**src/rtl/rom_read_arbiter.sv**
```systemverilog
// rtl/rom_read_arbiter.sv - shared sync-read ROM port: display priority, round-robin for the rest
// Two-stage tag pipeline tracks which requester owns the word coming back from the ROM.
module rom_read_arbiter #(
    parameter int NREQ      = 3,
    parameter int ADDR_BITS = 15,
    parameter int DATA_BITS = 3
) (
    input  logic                      clk,
    input  logic                      rst,
    input  logic [NREQ-1:0]           req,
    input  logic [NREQ*ADDR_BITS-1:0] addr,
    output logic [NREQ-1:0]           gnt,
    output logic [ADDR_BITS-1:0]      rom_addr,
    input  logic [DATA_BITS-1:0]      rom_data,
    output logic [NREQ-1:0]           rvalid,
    output logic [DATA_BITS-1:0]      rdata,
    output logic                      busy
);

    localparam int IDX_BITS = $clog2(NREQ);
    localparam int CW       = IDX_BITS + 1;

    logic [IDX_BITS-1:0]  rr_ptr;
    logic [IDX_BITS-1:0]  nxt_ptr;
    logic                 win_any;
    logic [IDX_BITS-1:0]  win_idx;
    logic [CW-1:0]        cand;
    logic [NREQ-1:0]      win_onehot;
    logic [ADDR_BITS-1:0] win_addr;

    logic                 s1_valid;
    logic [IDX_BITS-1:0]  s1_idx;
    logic                 s2_valid;
    logic [IDX_BITS-1:0]  s2_idx;

    // Port 0 preempts; otherwise scan from rr_ptr upward, wrapping back to 1 (never to 0).
    always_comb begin
        win_any = 1'b0;
        win_idx = '0;
        cand    = '0;
        if (req[0]) begin
            win_any = 1'b1;
        end else begin
            for (int k = 0; k < NREQ - 1; k++) begin
                cand = {1'b0, rr_ptr} + CW'(k);
                if (cand > CW'(NREQ - 1))
                    cand = cand - CW'(NREQ - 1);
                if (!win_any && req[cand[IDX_BITS-1:0]]) begin
                    win_any = 1'b1;
                    win_idx = cand[IDX_BITS-1:0];
                end
            end
        end
    end

    always_comb begin
        nxt_ptr = (win_idx == IDX_BITS'(NREQ - 1)) ? IDX_BITS'(1) : win_idx + IDX_BITS'(1);
    end

    always_comb begin
        win_onehot = '0;
        win_addr   = '0;
        for (int i = 0; i < NREQ; i++) begin
            if (win_any && win_idx == IDX_BITS'(i)) begin
                win_onehot[i] = 1'b1;
                win_addr      = addr[i*ADDR_BITS +: ADDR_BITS];
            end
        end
    end

    always_ff @(posedge clk or negedge rst) begin
        if (!rst) begin
            gnt      <= '0;
            rom_addr <= '0;
            rr_ptr   <= IDX_BITS'(1);
            s1_valid <= 1'b0;
            s1_idx   <= '0;
            s2_valid <= 1'b0;
            s2_idx   <= '0;
        end else begin
            gnt      <= win_onehot;
            s1_valid <= win_any;
            s1_idx   <= win_idx;
            s2_valid <= s1_valid;
            s2_idx   <= s1_idx;
            if (win_any)
                rom_addr <= win_addr;
            if (win_any && !req[0])
                rr_ptr <= nxt_ptr;
        end
    end

    // The ROM samples rom_addr on the same edge the tag moves to stage 2.
    always_comb begin
        rvalid = '0;
        for (int i = 0; i < NREQ; i++) begin
            if (s2_valid && s2_idx == IDX_BITS'(i))
                rvalid[i] = 1'b1;
        end
    end

    assign rdata = rom_data;
    assign busy  = s1_valid | s2_valid;

endmodule
```
**config.mk**
```make
export PLATFORM = sky130hd
export DESIGN_NAME = rom_read_arbiter
export DESIGN_NICKNAME = d
export VERILOG_FILES = /design/src/rtl/rom_read_arbiter.sv
export SDC_FILE = /design/constraint.sdc
export NUM_CORES = 1
export LEC_CHECK = 0
export ABC_AREA = 1
export BUFFER_PORTS_ARGS = -buffer_cell sky130_fd_sc_hd__buf_2
export CAP_MARGIN = 10
export CORE_MARGIN = 2
export CORE_UTILIZATION = 30
export CTS_BUF_LIST = sky130_fd_sc_hd__clkbuf_8 sky130_fd_sc_hd__clkbuf_16
export DETAILED_ROUTE_END_ITERATION = 12
export HOLD_SLACK_MARGIN = 0.15
export PLACE_DENSITY = 0.69
export SYNTH_ARGS = -nofsm -noshare
export SYNTH_HDL_FRONTEND = slang
export SYNTH_SLANG_ARGS = --single-unit
export TNS_END_PERCENT = 5
```
**constraint.sdc**
```tcl
create_clock -name clk -period 1.45 [get_ports clk]
set_input_delay 0.2175 -clock clk [delete_from_list [all_inputs] [get_ports clk]]
set_output_delay 0.2175 -clock clk [all_outputs]
set_load 0.02 [all_outputs]
```
==> out/summary.txt <==
DRT Pass-1 Iters: 4
Warnings, synthesis: 0
min-delay src: addr[44]
dominant cell type by area after synthesis: dfrtp_1
post-synthesis sequential element count: 26
nets@finish: 274
CTS H-tree depth: 1
global-route wire length before repair: 5850 um
GRT Util Overall: 14.1%
Ports: 78
area grow syn2layout: 35.3%
top cells by area, synth: dfrtp_1 45%, nand4_1 13%, nand2_1 9.4%
Worst-Margin Slew: 0.590 ns
CP max FO: 15
grt total ovfl: 0
CTS Buf Count: 3
mapped cell area: 1390 um^2
PD cells: 1740 nW/um^2
Layout Cells excl Fill: 272
Clk Latency, worst-skew pair: 0.27 ns
setup slack, reg-to-reg: 0.04 ns
Hold Path Depth: 3
r2r endpoint: rom_addr[2]$_DFFE_PN0P_
final setup TNS: 0 ns
vias in the first global route: 1328
syn nets: 199
Critical Setup Path Class: flip-flop to flip-flop
final WL: 3670 um
dpl ws: 0.0614 ns
ys async rst share: 100%
max-slew violations: 0
Cell variety after synth: 28
Mapped Avg Cell Area: 9.55 um^2
VDD IR max: 0.000804 V
Die X: 72.2 um
post-DR vias/cell: 4.99
Final setup viols: 0
Longest Clk Path Bufs: 2
DRC: 0
Critical Path Sink Type: flip-flop
DP Area: 1760 um^2
Detail Route Antenna Nets: 0
critical path's largest stage delay: 0.60 ns
worst reg2reg path depth: 5
clock sink total: 26
Final min period: 1.41 ns
post-route setup slack: 0.0441 ns
WHS: 0.165 ns
Reg-to-Reg Start: rr_ptr[0]$_DFFE_PN1P_
type of origin of the critical path: flip-flop
P_leak: 0.000917 uW
Max transition margin: 60.7%
Clock Pin Slew Worst Setup and Hold Paths: 0.09 ns
GP Congestion: 0.767
CP Data Required Time: 1.60 ns
Design Area, Final: 1890 um^2
gate count of the mapped netlist: 146
status: finished clean
Hold Path Sink: rom_addr[14]$_DFFE_PN0P_
Main synth FF type: dfrtp_1
dpl cells: 265
Synth top area share: 44.9%
# diodes: 0
Final period util: 97.0%
DR vias: 1358
CTS root buf: clkbuf_8
slowest CP cell: dfstp_2
worst path cell trace: nand3_2 > nand2_1 > inv_2 > nand3_1 > nand4_1
Worst Path Arrival: 1.55 ns
Starting Density: 31.6%
clk_skew: 0.00301 ns
row count: 24
fraction of layout cells with a size suffix above 1: 49.5%
IO buf count: 71
Post-synth EDFFs: 0
Hold Path Class: input port to flip-flop
Fin. Hold Viols: 0
Seq/Total Area, Yosys: 46.8%
largest net degree at the start of global routing: 27
initial antenna violation count: 0
die area: 5210 um^2
CTS tree: yes
Fill cells: 444
RSZ-0062 raised after global routing: true
initial DRC count: 65
Die Height: 72.2 um
core box area: 4410 um^2
Detail Placement HPWL: 2770 um
WL/cell: 13.5 um
Max-Cap Viols: 0
fmax: 0.711 GHz
power by group:
group / total (uW) / internal (uW) / leakage, uW / switching [uW]
logic: 1570 / 573 / 0.000568 / 998
clock network: 596 / 369 / 0.0000357 / 227
registers: 1120 / 964 / 0.000313 / 152
total: 3280 / 1910 / 0.000917 / 1380
layout make-up:
| class | count | area, um^2 | share of cell area (%) |
|---|---|---|---|
| inverters | 6 | 25.0 | 1.33 |
| repair buffers | 81 | 433 | 23.0 |
| flip-flops and latches | 26 | 652 | 34.6 |
| clock buffers | 3 | 41.3 | 2.19 |
| well taps | 52 | 65.1 | 3.45 |
| multi-input cells | 103 | 639 | 33.9 |
| clock inverters | 1 | 30.0 | 1.59 |
routing by layer:
layer  global-route usage [%]  vias to the layer above  part of all wire, %
met3                     3.47                        2                  8.3
met2                     23.6                       60                   47
met4                     1.89                        0                 0.19
li1                         -                      666                    -
met1                     19.0                      630                   45
met5                        0                        -                    0
state kept, by name (all words and copies together), names as in the netlist:
register / cells
rr_ptr: 2
s2_valid: 1
s2_idx: 2
rom_addr: 15
s1_valid: 1
s1_idx: 2
gnt: 3
placed cells by master, fill, tap and decap left out, drive strengths merged:
master / netlist / layout
buf: 9 / 80
nand2: 37 / 38
nand4: 30 / 30
dfrtp: 25 / 25
nand3: 19 / 19
nor2: 5 / 5
a21oi: 5 / 5
inv: 5 / 5
clkbuf: 3 / 3
clkinv: 1 / 1
o21ai: 1 / 1
nand3b: 1 / 1
nor3: 1 / 1
nor3b: 1 / 1
or2: 1 / 1
o21bai: 1 / 1
bufinv: 0 / 1
dlygate4sd3: 0 / 1
dfstp: 1 / 1
worst max path at each step:
stage	startpoint	endpoint	slack, ns	depth (start not counted)
after floorplan	rr_ptr[0]$_DFFE_PN1P_	rom_addr[0]$_DFFE_PN0P_	0.17	7
after global placement	rr_ptr[0]$_DFFE_PN1P_	rom_addr[14]$_DFFE_PN0P_	0.13	6
after detailed placement	rr_ptr[0]$_DFFE_PN1P_	rom_addr[2]$_DFFE_PN0P_	0.06	6
after CTS	rr_ptr[0]$_DFFE_PN1P_	rom_addr[2]$_DFFE_PN0P_	0.04	6
after global routing	rr_ptr[0]$_DFFE_PN1P_	rom_addr[2]$_DFFE_PN0P_	-0.06	5
final	rr_ptr[0]$_DFFE_PN1P_	rom_addr[2]$_DFFE_PN0P_	0.04	5
timing repair:
action | 4_1_cts | 5_1_grt
endpoints found under the hold margin | 25 | 0
gates resized for setup | 0 | 5
hold buffers | 1 | 0
endpoints found under the setup margin | 0 | 12
buffers inserted | 0 | 1
Yosys cell counts, types with 2 or more instances:
cell,instances
nand2_1,35
inv_1,2
clkbuf_1,2
nand4_1,30
buf_4,3
buf_6,4
nor2_1,4
dfrtp_1,25
nand3_1,6
a21oi_1,4
inv_2,3
nand3_2,12
cells by family (layout without fill, tap and decap cells):
group	Yosys count	in the layout	synth area share, %
and+or+nand+nor	95	96	39.9
DFF	26	26	46.8
buffers and inverters	18	91	9.78
AOI/OAI and AO/OA	7	7	3.50
critical path: cells and delay by family (launching register included):
family	cells	cell delay, ns
DFF	1	0.60
and+or+nand+nor	4	0.51
buffers and inverters	1	0.17
per-stage QoR:
stage                     total power [uW]  utilization [%]
after floorplan                       2190                -
after global placement                2540             39.9
after detailed placement              2580             39.9
after CTS                             3180             41.7
after global routing                  3500             42.7
final                                 3280             42.7
(Power assumes the default switching activity.)
